**src/rtl/spi_pkg.sv**
```systemverilog
`default_nettype none
// ============================================================================
//  Module   : spi_pkg
//  Purpose  : Shared FSM encoding and frame-width helper for the SPI regbank.
//  Revision : 1.0 - initial release
// ============================================================================
package spi_pkg;

    typedef enum logic [2:0] {
        ST_IDLE  = 3'd0,
        ST_ADDR  = 3'd1,
        ST_WDATA = 3'd2,
        ST_RDATA = 3'd3,
        ST_DONE  = 3'd4
    } spi_state_t;

    function automatic int frame_w(input int addr_w, input int data_w);
        return 1 + addr_w + data_w;
    endfunction

endpackage
`default_nettype wire

```
**src/rtl/spi_sync_edge.sv**
```systemverilog
`default_nettype none
// ============================================================================
//  Module   : spi_sync_edge
//  Purpose  : Multi-flop synchronizer with a history flop for edge detection.
//  Revision : 1.0 - initial release
// ============================================================================
module spi_sync_edge #(
    parameter int   SYNC_STAGES = 2,
    parameter logic RESET_VAL   = 1'b0
) (
    input  logic clk,
    input  logic rst_n,
    input  logic din,
    output logic sync,
    output logic rise,
    output logic fall
);

    logic [SYNC_STAGES-1:0] r_chain;
    logic                   r_hist;

    always_ff @(posedge clk or negedge rst_n) begin
        if (!rst_n) begin
            r_chain <= {SYNC_STAGES{RESET_VAL}};
            r_hist  <= RESET_VAL;
        end else begin
            r_chain <= {r_chain[SYNC_STAGES-2:0], din};
            r_hist  <= r_chain[SYNC_STAGES-1];
        end
    end

    assign sync = r_chain[SYNC_STAGES-1];
    assign rise = r_chain[SYNC_STAGES-1] & ~r_hist;
    assign fall = ~r_chain[SYNC_STAGES-1] & r_hist;

endmodule
`default_nettype wire

```
**src/rtl/spi_regbank.sv**
```systemverilog
`default_nettype none
// ============================================================================
//  Module   : spi_regbank
//  Purpose  : SPI (mode 0) slave giving read/write access to a register bank.
//  Revision : 1.0 - initial release
// ============================================================================
module spi_regbank
    import spi_pkg::*;
#(
    parameter int ADDR_W      = 7,
    parameter int DATA_W      = 8,
    parameter int NUM_REGS    = 5,
    parameter int SYNC_STAGES = 2
) (
    input  logic                       clk,
    input  logic                       rst_n,
    input  logic                       SCLK,
    input  logic                       nCS,
    input  logic                       COPI,
    output logic                       CIPO,
    output logic                       CIPO_oe,
    output logic [NUM_REGS*DATA_W-1:0] regs_flat,
    output logic                       wr_pulse,
    output logic [ADDR_W-1:0]          wr_addr
);

    localparam int c_FRAME_W = frame_w(ADDR_W, DATA_W);
    localparam int c_HDR_W   = 1 + ADDR_W;
    localparam int c_CNT_W   = $clog2(c_FRAME_W + 1);
    localparam int c_SH_W    = (ADDR_W > DATA_W - 1) ? ADDR_W : DATA_W - 1;
    localparam int c_SETTLE  = SYNC_STAGES + 1;
    localparam int c_SET_W   = $clog2(c_SETTLE + 1);

    logic w_sclk_sync, w_sclk_rise, w_sclk_fall;
    logic w_ncs_sync,  w_ncs_rise,  w_ncs_fall;
    logic w_copi,      w_copi_rise, w_copi_fall;
    logic w_unused;

    spi_sync_edge #(.SYNC_STAGES(SYNC_STAGES), .RESET_VAL(1'b0)) u_sync_sclk (
        .clk(clk), .rst_n(rst_n), .din(SCLK),
        .sync(w_sclk_sync), .rise(w_sclk_rise), .fall(w_sclk_fall));
    spi_sync_edge #(.SYNC_STAGES(SYNC_STAGES), .RESET_VAL(1'b1)) u_sync_ncs (
        .clk(clk), .rst_n(rst_n), .din(nCS),
        .sync(w_ncs_sync), .rise(w_ncs_rise), .fall(w_ncs_fall));
    spi_sync_edge #(.SYNC_STAGES(SYNC_STAGES), .RESET_VAL(1'b0)) u_sync_copi (
        .clk(clk), .rst_n(rst_n), .din(COPI),
        .sync(w_copi), .rise(w_copi_rise), .fall(w_copi_fall));

    assign w_unused = ^{w_sclk_sync, w_ncs_rise, w_copi_rise, w_copi_fall};

    spi_state_t                r_state;
    logic [c_CNT_W-1:0]        r_cnt;
    logic [c_SH_W-1:0]         r_shift;
    logic [ADDR_W-1:0]         r_addr;
    logic [DATA_W-1:0]         r_snap;
    logic                      r_cipo, r_cipo_oe, r_wr_pulse;
    logic [ADDR_W-1:0]         r_wr_addr;
    logic [NUM_REGS*DATA_W-1:0] r_regs;
    logic [c_SET_W-1:0]        r_settle;
    logic                      r_armed;

    logic                      w_hdr_rw;
    logic [ADDR_W-1:0]         w_hdr_addr;
    logic [DATA_W-1:0]         w_wr_data;
    logic [DATA_W-1:0]         w_rd_val;

    assign w_hdr_rw   = r_shift[ADDR_W-1];
    assign w_hdr_addr = {r_shift[ADDR_W-2:0], w_copi};
    assign w_wr_data  = {r_shift[DATA_W-2:0], w_copi};

    always_comb begin
        w_rd_val = '0;
        if (int'(w_hdr_addr) < NUM_REGS)
            w_rd_val = r_regs[int'(w_hdr_addr)*DATA_W +: DATA_W];
    end

    // Frames are accepted only after the nCS synchronizer has flushed its reset
    // value and shown a real high level, so a frame needs a fresh falling edge.
    always_ff @(posedge clk or negedge rst_n) begin
        if (!rst_n) begin
            r_settle <= '0;
            r_armed  <= 1'b0;
        end else begin
            if (r_settle != c_SET_W'(c_SETTLE))
                r_settle <= r_settle + 1'b1;
            if (r_settle == c_SET_W'(c_SETTLE) && w_ncs_sync)
                r_armed <= 1'b1;
        end
    end

    always_ff @(posedge clk or negedge rst_n) begin
        if (!rst_n) begin
            r_state    <= ST_IDLE;
            r_cnt      <= '0;
            r_shift    <= '0;
            r_addr     <= '0;
            r_snap     <= '0;
            r_cipo     <= 1'b0;
            r_cipo_oe  <= 1'b0;
            r_wr_pulse <= 1'b0;
            r_wr_addr  <= '0;
            r_regs     <= '0;
        end else begin
            r_wr_pulse <= 1'b0;
            if (w_ncs_sync) begin
                r_state   <= ST_IDLE;
                r_cipo    <= 1'b0;
                r_cipo_oe <= 1'b0;
            end else if (w_ncs_fall && r_armed) begin
                r_state   <= ST_ADDR;
                r_cnt     <= '0;
                r_shift   <= '0;
                r_cipo    <= 1'b0;
                r_cipo_oe <= 1'b0;
            end else begin
                case (r_state)
                    ST_ADDR: if (w_sclk_rise) begin
                        r_shift <= {r_shift[c_SH_W-2:0], w_copi};
                        r_cnt   <= r_cnt + 1'b1;
                        if (r_cnt == c_CNT_W'(c_HDR_W - 1)) begin
                            r_addr <= w_hdr_addr;
                            if (w_hdr_rw) begin
                                r_state <= ST_WDATA;
                            end else begin
                                r_state   <= ST_RDATA;
                                r_cipo_oe <= 1'b1;
                                r_cipo    <= w_rd_val[DATA_W-1];
                                r_snap    <= w_rd_val << 1;
                            end
                        end
                    end
                    ST_WDATA: if (w_sclk_rise) begin
                        r_shift <= {r_shift[c_SH_W-2:0], w_copi};
                        r_cnt   <= r_cnt + 1'b1;
                        if (r_cnt == c_CNT_W'(c_FRAME_W - 1)) begin
                            r_state <= ST_DONE;
                            if (int'(r_addr) < NUM_REGS) begin
                                r_regs[int'(r_addr)*DATA_W +: DATA_W] <= w_wr_data;
                                r_wr_pulse <= 1'b1;
                                r_wr_addr  <= r_addr;
                            end
                        end
                    end
                    // The falling edge that closes the last address bit is not a
                    // data-phase edge; only falls after a data-phase rise shift.
                    ST_RDATA: begin
                        if (w_sclk_rise && r_cnt < c_CNT_W'(c_FRAME_W))
                            r_cnt <= r_cnt + 1'b1;
                        if (w_sclk_fall && r_cnt > c_CNT_W'(c_HDR_W)) begin
                            if (r_cnt == c_CNT_W'(c_FRAME_W)) begin
                                r_state   <= ST_DONE;
                                r_cipo    <= 1'b0;
                                r_cipo_oe <= 1'b0;
                            end else begin
                                r_cipo <= r_snap[DATA_W-1];
                                r_snap <= r_snap << 1;
                            end
                        end
                    end
                    ST_IDLE, ST_DONE: ;
                    default: r_state <= ST_IDLE;
                endcase
            end
        end
    end

    assign CIPO      = r_cipo;
    assign CIPO_oe   = r_cipo_oe;
    assign regs_flat = r_regs;
    assign wr_pulse  = r_wr_pulse;
    assign wr_addr   = r_wr_addr;

endmodule
`default_nettype wire

```
**config.mk**
```make
export PLATFORM = sky130hd
export DESIGN_NAME = spi_regbank
export DESIGN_NICKNAME = d
export VERILOG_FILES = /design/src/rtl/spi_pkg.sv /design/src/rtl/spi_sync_edge.sv /design/src/rtl/spi_regbank.sv
export SDC_FILE = /design/constraint.sdc
export NUM_CORES = 1
export LEC_CHECK = 0
export ABC_AREA = 1
export CORE_UTILIZATION = 35
export DETAILED_ROUTE_END_ITERATION = 12
export PLACE_DENSITY = 0.59
export SETUP_SLACK_MARGIN = 0.1
export SYNTH_ARGS = -nofsm -noshare
export SYNTH_HDL_FRONTEND = slang
export SYNTH_SLANG_ARGS = --single-unit
```
**constraint.sdc**
```tcl
create_clock -name clk -period 3.5 [get_ports clk]
set_input_delay 0.7 -clock clk [delete_from_list [all_inputs] [get_ports clk]]
set_output_delay 0.7 -clock clk [all_outputs]
set_load 0.1 [all_outputs]
```
==> results of run 1 <==
## kinds of logic after synthesis
family | Yosys count | share of synthesized area (%)
compound gates | 107 | 12.5
xor+xnor | 3 | 0.883
fa+ha+maj | 6 | 1.47
buf+inv | 104 | 8.92
flops | 90 | 44.2
mux | 1 | 0.221
simple gates | 329 | 31.8
## cells in the mapped netlist (all sizes together)
library cell  number
dfrtp             87
xor2               2
nand2            189
o211ai             1
nand3             61
o31ai              1
or2                4
clkbuf            10
a21o               2
clkinv             2
o21bai            32
xnor2              1
a21oi             17
o21ai             53
and2               1
inv               82
nor4               1
ha                 6
buf               10
a31oi              1
nand4              6
nor3               6
nor2              61
mux2               1
dfstp              3
## area by class of cell
| class | instances | area, sq um |
|---|---|---|
| Sequential cell | 90 | 2260 |
| Clock inverter | 5 | 53.8 |
| Tap cell | 180 | 225 |
| Multi-Input combinational cell | 446 | 2390 |
| Timing Repair Buffer | 56 | 528 |
| Clock buffer | 11 | 243 |
| Fill cell | 1393 | 8020 |
| Inverter | 84 | 329 |
## stage by stage
stage               worst slack [ps]  util (%)  hold WS [ps]  power [mW]  instance area (sq um)
floorplan                        861         -           331        1.38                   5100
global placement                 755      40.8           333        1.46                   5730
detailed placement               668      40.8           335        1.47                   5730
CTS                              664      42.9           339        2.46                   6030
global route                     385      42.9           358        2.56                   6030
finish                           671      42.9           323        2.44                   6030
## sequential cells by signal, indices dropped and copies added, names as in the netlist, 3 cells and up
name,flops
r_addr,7
r_cnt,5
r_shift,7
r_snap,7
r_state,3
regs_flat,40
wr_addr,7
## power breakdown
group,internal (mW),leakage (nW),total (mW),switching (mW)
Sequential,1.09,1.21,1.14,0.0479
Clock,0.571,0.149,0.984,0.413
Combinational,0.0986,1.52,0.315,0.217
## critical path: stages, from the launching register on
cell and delay [ps]:
dfrtp_1 690, inv_8 150, ha_1 290, nand2_4 110, inv_2 70, nand2_4 80, nor2_1 50, ha_1 270
inv_1 40, nor2_1 100, nand2_2 100, nor2_8 160, nand4_4 290, o21bai_1 250, nand2_1 70
## metal layers
metal,routed length [microns],GRT usage (%),vias up
li1,-,-,2141
met1,6050,25.5,2061
met2,6030,30.4,155
met3,817,3.72,20
met4,368,9.07,0
met5,0,0,-
## worst max path at each step
stage / end / startpoint / slack, ps / depth (start not counted)
after floorplan: regs_flat[24]$_DFFE_PN0P_ / r_addr[0]$_DFFE_PN0P_ / 860 / 18
after global placement: regs_flat[26]$_DFFE_PN0P_ / r_addr[0]$_DFFE_PN0P_ / 750 / 15
after detailed placement: regs_flat[18]$_DFFE_PN0P_ / r_addr[0]$_DFFE_PN0P_ / 670 / 14
after CTS: regs_flat[25]$_DFFE_PN0P_ / r_addr[0]$_DFFE_PN0P_ / 660 / 14
after global routing: regs_flat[29]$_DFFE_PN0P_ / r_addr[0]$_DFFE_PN0P_ / 390 / 15
final: regs_flat[15]$_DFFE_PN0P_ / r_addr[0]$_DFFE_PN0P_ / 670 / 14
==> impl_metrics.tcl, run 1 <==
set metrics [dict create \
    outcome "complete, no violations" \
    tritoncts "built" \
    grt_pass1_vias 4266 \
    relSlewSlack_pct 33.8 \
    clk_pin_slew_ps 70 \
    path_class "reg -> reg" \
    ff2ff_setup_slack_ps 670 \
    track_usage_pct 19.3 \
    leakage_nw 2.88 \
    cts-root-buf "clkbuf_16" \
    drt-total-wl_mm 13.3 \
    insertion_delay_ps 360 \
    maxSlewViolCount 0 \
    layout_commonest_cell "nand2_1" \
    reg2regPathDepth 14 \
    cap_violations 0 \
    antenna_found_initial 0 \
    cts.path.max_buffers 2 \
    synth_area_leaders "dfrtp_1 (43%), nand2_1 (13%), nand3_1 (5.5%)" \
    io_buffers 54 \
    place_congestion 0.873 \
    rsz0062_at_grt "no" \
    power_density_nw_per_um2 404 \
    setup_viol 0 \
    fp.dieW_microns 123 \
    ctsHoldBuffers 0 \
    vias_per_cell 5.02 \
    grt_start_max_net_pins 40 \
    post_drt_wl_per_cell_microns 15.2 \
    synth_nets 651 \
    instances_no_fill 872 \
    diodes 0 \
    drc 0 \
    ctsHtreeMaxLevel 3 \
    final.period_utilization_pct 80.8 \
    hold_viol 0 \
    synth.top_cell.area_share_pct 42.7 \
    vias 4377 \
    pin_count 55 \
    synth_area_leader_cell "dfrtp_1" \
    ant_nets 0 \
    die_h_microns 123 \
    tns_ps 0 \
    period_needed_ps 2830 \
    required_ps 3740 \
    cts_setup_buffers 0 \
    worst_pin_slew_ps 990 \
    worst_hold_path_type "in -> async" \
    worst_r2r_endpoint "regs_flat[15]$_DFFE_PN0P_" \
    worstSetupEndpointType "flop" \
    clock.fmax_ghz 0.353 \
    row_count 43 \
    r2r_start "r_addr[0]$_DFFE_PN0P_" \
    yosysWarningCount 0 \
    synth_cell_types 44 \
    area_growth_pct 18.1 \
    peakVddDrop_v 0.000248 \
    start_util_pct 36.3 \
    layout.nets 698 \
    syn_inst 640 \
    drive_gt1_share_pct 11.8 \
    firstDrtPassIters 5 \
    overflow 0 \
    syn_area_per_cell_sq_um 7.97 \
    die-area_sq_um 15100 \
    cts_sinks 90 \
    hpwl_mm 9.79 \
    cts_inserted_buffers 9 \
    ys_ff_latch 90 \
    skew_ps 11.1 \
    path_max_fanout 16 \
    grt_pass1_wl_mm 22.0 \
    final_cell_mix "nand2_1 (179), dfrtp_1 (87), inv_1 (73)" \
    placed_cells 856 \
    core-area_sq_um 14000 \
    cts_resized 0 \
    synth_area_sq_um 5100 \
    worstPathArrival_ps 3070 \
    ys_seq_area_share_pct 44.2 \
    start_kind "flop" \
    drtIter0Drc 339 \
]
No activity file was read; power rests on OpenSTA's default activity.
==> inputs of run 2 (changes only) <==
==> constraint.sdc (replaced) <==
create_clock -name clk -period 2.7 [get_ports clk]
set_input_delay 0.54 -clock clk [delete_from_list [all_inputs] [get_ports clk]]
set_output_delay 0.54 -clock clk [all_outputs]
set_load 0.1 [all_outputs]
==> impl_metrics.tcl, run 2 (synthesized netlist as in run 1, its figures left out) <==
set metrics [dict create \
    outcome "complete, no violations" \
    grt_pass1_vias 4215 \
    cts.path.max_buffers 2 \
    diodes 0 \
    nFillCells 1407 \
    vias_per_cell 5.06 \
    drc 0 \
    worst_r2r_endpoint "regs_flat[22]$_DFFE_PN0P_" \
    cts-root-buf "clkbuf_16" \
    clock.fmax_ghz 0.404 \
    power_density_nw_per_um2 526 \
    required_ps 2990 \
    worstSetupEndpointType "flop" \
    cpPeakStageDelay_ps 400 \
    rsz0062_at_grt "no" \
    row_count 43 \
    track_usage_pct 18.9 \
    cts_inserted_buffers 9 \
    layout.nets 709 \
    reg2regPathDepth 16 \
    tritoncts "built" \
    final.period_utilization_pct 91.6 \
    post_drt_wl_per_cell_microns 15.4 \
    pin_count 55 \
    drtIter0Drc 383 \
    start_kind "flop" \
    vias 4464 \
    worst_hold_path_type "in -> async" \
    peakVddDrop_v 0.000411 \
    worstPathArrival_ps 2770 \
    fin_ws_ps 226 \
    firstDrtPassIters 5 \
    hpwl_mm 9.62 \
    path_max_fanout 8 \
    regArea_sq_um 2260 \
    startpoint "r_addr[1]$_DFFE_PN0P_" \
    path_cells "inv_2, ha_2, nand2_4, inv_2, nand2_4, nor2_1, ha_1, inv_1, nand2_1, nor2_2, nand2_2, nand2_8, nand3_4, nor2_4, nand3_1, nand2_1" \
    antenna_found_initial 0 \
    clk_pin_slew_ps 70 \
    relSlewSlack_pct 61.9 \
    hold_viol 0 \
    die-area_sq_um 15100 \
    drive_gt1_share_pct 19.5 \
    drt-total-wl_mm 13.6 \
    worst_pin_slew_ps 571 \
    tns_ps 0 \
    cp_slowest_cell "dfrtp_1" \
    cts_sinks 90 \
    leakage_nw 3.05 \
    largest_register_ffs 40 \
    grt_pass1_wl_mm 21.6 \
    final_cell_mix "nand2_1 (179), dfrtp_1 (87), inv_1 (72)" \
    ff2ff_setup_slack_ps 230 \
    power_mw 3.19 \
    period_needed_ps 2470 \
    layout_commonest_cell "nand2_1" \
    io_buffers 54 \
    fp.dieW_microns 123 \
    core-area_sq_um 14000 \
    place_ws_ps 262 \
    ant_nets 0 \
    die_h_microns 123 \
    overflow 0 \
    start_util_pct 36.3 \
    skew_ps 8.06 \
    cap_violations 0 \
    final_cell_area_sq_um 6070 \
    insertion_delay_ps 350 \
    r2r_start "r_addr[1]$_DFFE_PN0P_" \
    maxSlewViolCount 0 \
    setup_viol 0 \
    place_congestion 0.877 \
    path_class "reg -> reg" \
    area_growth_pct 18.9 \
    placedInstanceArea_sq_um 5680 \
    grt_start_max_net_pins 44 \
    ctsHtreeMaxLevel 3 \
    multi_input_area_sq_um 2460 \
]
==> run 2: cell types whose count changed in the layout (fill, tap and decap cells not counted), sizes merged <==
| cell | before | now |
|---|---|---|
| inv | 82 | 83 |
| clkinv | 6 | 5 |
| nand4 | 6 | 8 |
| clkinvlp | 0 | 2 |
| clkdlybuf4s50 | 43 | 3 |
| buf | 13 | 60 |
| clkbuf | 11 | 9 |
| nor2 | 61 | 63 |
==> run 2: power by group <==
part	switching (mW)	internal [mW]	total, mW
logic	0.293	0.137	0.430
clock network	0.565	0.725	1.29
registers	0.0605	1.41	1.47
==> run 2: area by class of cell <==
class                      count  share of cell area [%]
clock buffer                   9                    3.71
clock inverter                 7                    1.30
inverter                      84                    5.42
multi-input combinational    450                    40.5
sequential                    90                    37.2
tap                          180                    3.71
timing repair buffer          63                    8.13
==> run 2: repair_timing <==
action / in CTS / in global routing
gates resized for setup: 0 / 5
hold endpoints to repair: 0 / 0
buffers inserted: 0 / 2
setup endpoints to repair: 0 / 40
hold buffers: 0 / 0
==> run 2: worst max-delay path by stage <==
stage,cells after the start,slack (ps),endpoint
2_1_floorplan,18,180,regs_flat[24]$_DFFE_PN0P_
3_3_place_gp,16,310,regs_flat[3]$_DFFE_PN0P_
3_5_place_dp,15,260,regs_flat[33]$_DFFE_PN0P_
4_1_cts,16,250,regs_flat[3]$_DFFE_PN0P_
5_1_grt,16,110,regs_flat[17]$_DFFE_PN0P_
6_report,16,230,regs_flat[22]$_DFFE_PN0P_
==> run 2: metal layers <==
metal | vias up | global-route usage, % | share of wire [%] | wire length, microns
met5 | - | 0 | 0 | 0
met4 | 0 | 6.25 | 1.6 | 214
met3 | 23 | 3.58 | 7.0 | 952
met2 | 182 | 29.8 | 45 | 6130
met1 | 2082 | 25.8 | 46 | 6260
li1 | 2177 | - | - | -
==> run 2: through the flow <==
step                utilization (%)  std cells  hold slack (ps)
floorplan                         -        640              244
global placement               40.5        861              334
detailed placement             40.5        861              346
CTS                            42.6        877             62.8
global route                   43.2        883             72.8
finish                         43.2        883             62.7
==> run 2: critical path, delay by kind of cell (launching register included) <==
family / cells / cell delay, ps
AND/OR/NAND/NOR: 11 / 1280
adder cells (fa/ha/maj): 2 / 450
flip-flops: 1 / 400
buffers and inverters: 3 / 280
==> inputs of run 3 (changes only) <==
--- a/config.mk
+++ b/config.mk
@@ -6,9 +6,12 @@
 export NUM_CORES = 1
 export LEC_CHECK = 0
 export ABC_AREA = 1
+export CELL_PAD_IN_SITES_DETAIL_PLACEMENT = 1
+export CELL_PAD_IN_SITES_GLOBAL_PLACEMENT = 1
 export CORE_UTILIZATION = 35
 export DETAILED_ROUTE_END_ITERATION = 12
-export PLACE_DENSITY = 0.59
+export HOLD_SLACK_MARGIN = 0.02
+export PLACE_DENSITY = 0.73
 export SETUP_SLACK_MARGIN = 0.1
 export SYNTH_ARGS = -nofsm -noshare
 export SYNTH_HDL_FRONTEND = slang
==> impl_metrics.tcl, run 3 (synthesized netlist as in run 1, its figures left out) <==
set metrics [dict create \
    final.period_utilization_pct 89.4 \
    drive_gt1_share_pct 19.3 \
    place_congestion 0.823 \
    grt_pass1_vias 4735 \
    start_util_pct 36.3 \
    layout.nets 709 \
    largest_register_ffs 40 \
    r2r_start "r_addr[0]$_DFFE_PN0P_" \
    io_buffers 54 \
    skew_ps 9.31 \
    nFillCells 1727 \
    diodes 0 \
    period_needed_ps 2410 \
    antenna_found_initial 0 \
    hold_slack_ps 203 \
    grt_start_max_net_pins 47 \
    clk_pin_slew_ps 70 \
    final_cell_mix "nand2_1 (179), dfrtp_1 (87), inv_1 (72)" \
    peakVddDrop_v 0.000285 \
    worstPathArrival_ps 2650 \
    cts-root-buf "clkbuf_16" \
    hold_viol 0 \
    vias_per_cell 5.11 \
    fin_ws_ps 285 \
    tritoncts "built" \
    cp.buffers_inverters 3 \
    drc 0 \
    die_h_microns 123 \
    core-area_sq_um 14000 \
    die-area_sq_um 15100 \
    met1_usage_pct 29.1 \
    reg2regPathDepth 14 \
    ff2ff_setup_slack_ps 290 \
    overflow 0 \
    row_count 43 \
    power_density_nw_per_um2 543 \
    cts_inserted_buffers 9 \
    grt_pass1_wl_mm 25.1 \
    grt-busiest-layer "met2" \
    use_met3_pct 3.72 \
    area_growth_pct 19.3 \
    firstDrtPassIters 4 \
    cpPeakStageDelay_ps 450 \
    layout_commonest_cell "nand2_1" \
    relSlewSlack_pct 47.6 \
    power_mw 3.30 \
    cap_violations 0 \
    worst_pin_slew_ps 785 \
    rsz0062_at_grt "no" \
    fp.dieW_microns 123 \
    leakage_nw 3.05 \
    path_class "reg -> reg" \
    start_kind "flop" \
    worstSetupEndpointType "flop" \
    drt-total-wl_mm 15.5 \
    cts.path.max_buffers 2 \
    insertion_delay_ps 360 \
    critPathCapture "regs_flat[19]$_DFFE_PN0P_" \
    pin_count 55 \
    track_usage_pct 22.2 \
    cp.depth 14 \
    cts_sinks 90 \
    outcome "complete, no violations" \
    cp_slowest_cell "dfrtp_1" \
    required_ps 2940 \
    cp_top_family "simple AND/OR/NAND/NOR gates" \
    vias 4510 \
    maxSlewViolCount 0 \
    place_ws_ps 210 \
    tns_ps 0 \
    path_cells "inv_8, ha_4, nand2_4, inv_2, nand2_4, nor2_1, ha_1, inv_1, nor2_1, nand2_2, nor2_8, nand4_2, o21bai_1, nand2_1" \
    grt_use_met2_pct 36.2 \
    drtIter0Drc 263 \
    worst_hold_path_type "in -> async" \
    post_drt_wl_per_cell_microns 17.6 \
    startpoint "r_addr[0]$_DFFE_PN0P_" \
    setup_viol 0 \
    ctsHtreeMaxLevel 3 \
    ctsHoldBuffers 0 \
    worst_r2r_endpoint "regs_flat[19]$_DFFE_PN0P_" \
    path_max_fanout 8 \
    clock.fmax_ghz 0.414 \
    ant_nets 0 \
    hpwl_mm 11.1 \
]
==> run 3: cell type report <==
cell class	instances	area, sq um	area share [%]
well taps	180	225	3.70
flip-flops and latches	90	2260	37.0
repair buffers	64	513	8.42
clock buffers	10	229	3.76
multi-input cells	449	2450	40.2
clock inverters	6	90.1	1.48
inverters	84	329	5.40
==> run 3: worst reg2reg max path, cell delays in order, from the launching register on <==
cell and delay [ps]:
dfrtp_1 450, inv_8 50, ha_4 170, nand2_4 90
inv_2 70, nand2_4 80, nor2_1 50, ha_1 270
inv_1 50, nor2_1 110, nand2_2 100, nor2_8 190
nand4_2 320, o21bai_1 240, nand2_1 70
==> run 3: routing by layer <==
metal	wire, microns	part of all wire [%]	up-vias
li1	-	-	2161
met2	7470	48	96
met5	0	0	-
met4	376	2.4	0
met1	7030	45	2229
met3	660	4.2	24
==> run 3: how the worst min path moves through the flow <==
stage,from,to,depth (start not counted),slack (ps)
final,rst_n,regs_flat[20]$_DFFE_PN0P_,1,200
after global routing,rst_n,regs_flat[29]$_DFFE_PN0P_,1,260
after CTS,rst_n,regs_flat[22]$_DFFE_PN0P_,1,230
after detailed placement,u_sync_sclk.r_chain[0]$_DFF_PN0_,u_sync_sclk.r_chain[1]$_DFF_PN0_,0,350
after global placement,u_sync_sclk.r_chain[0]$_DFF_PN0_,u_sync_sclk.r_chain[1]$_DFF_PN0_,0,330
after floorplan,rst_n,CIPO$_DFFE_PN0P_,0,240
==> run 3: power breakdown <==
part	leakage (nW)	switching (mW)	internal, mW
sequential	1.21	0.0622	1.41
clock	0.153	0.579	0.816
combinational	1.68	0.300	0.135
==> run 3: stage by stage <==
| stage | cell area [sq um] | utilization [%] | cells |
|---|---|---|---|
| 2_1_floorplan | 5100 | - | 640 |
| 3_3_place_gp | 5670 | 40.4 | 860 |
| 3_5_place_dp | 5670 | 40.4 | 860 |
| 4_1_cts | 5990 | 42.7 | 876 |
| 5_1_grt | 6090 | 43.4 | 883 |
| 6_report | 6090 | 43.4 | 883 |
==> run 3: what timing repair did <==
item | in CTS | in global routing
setup endpoints to repair | 0 | 40
endpoints found under the hold margin | 0 | 0
buffers inserted | 0 | 4
gates resized for setup | 0 | 5
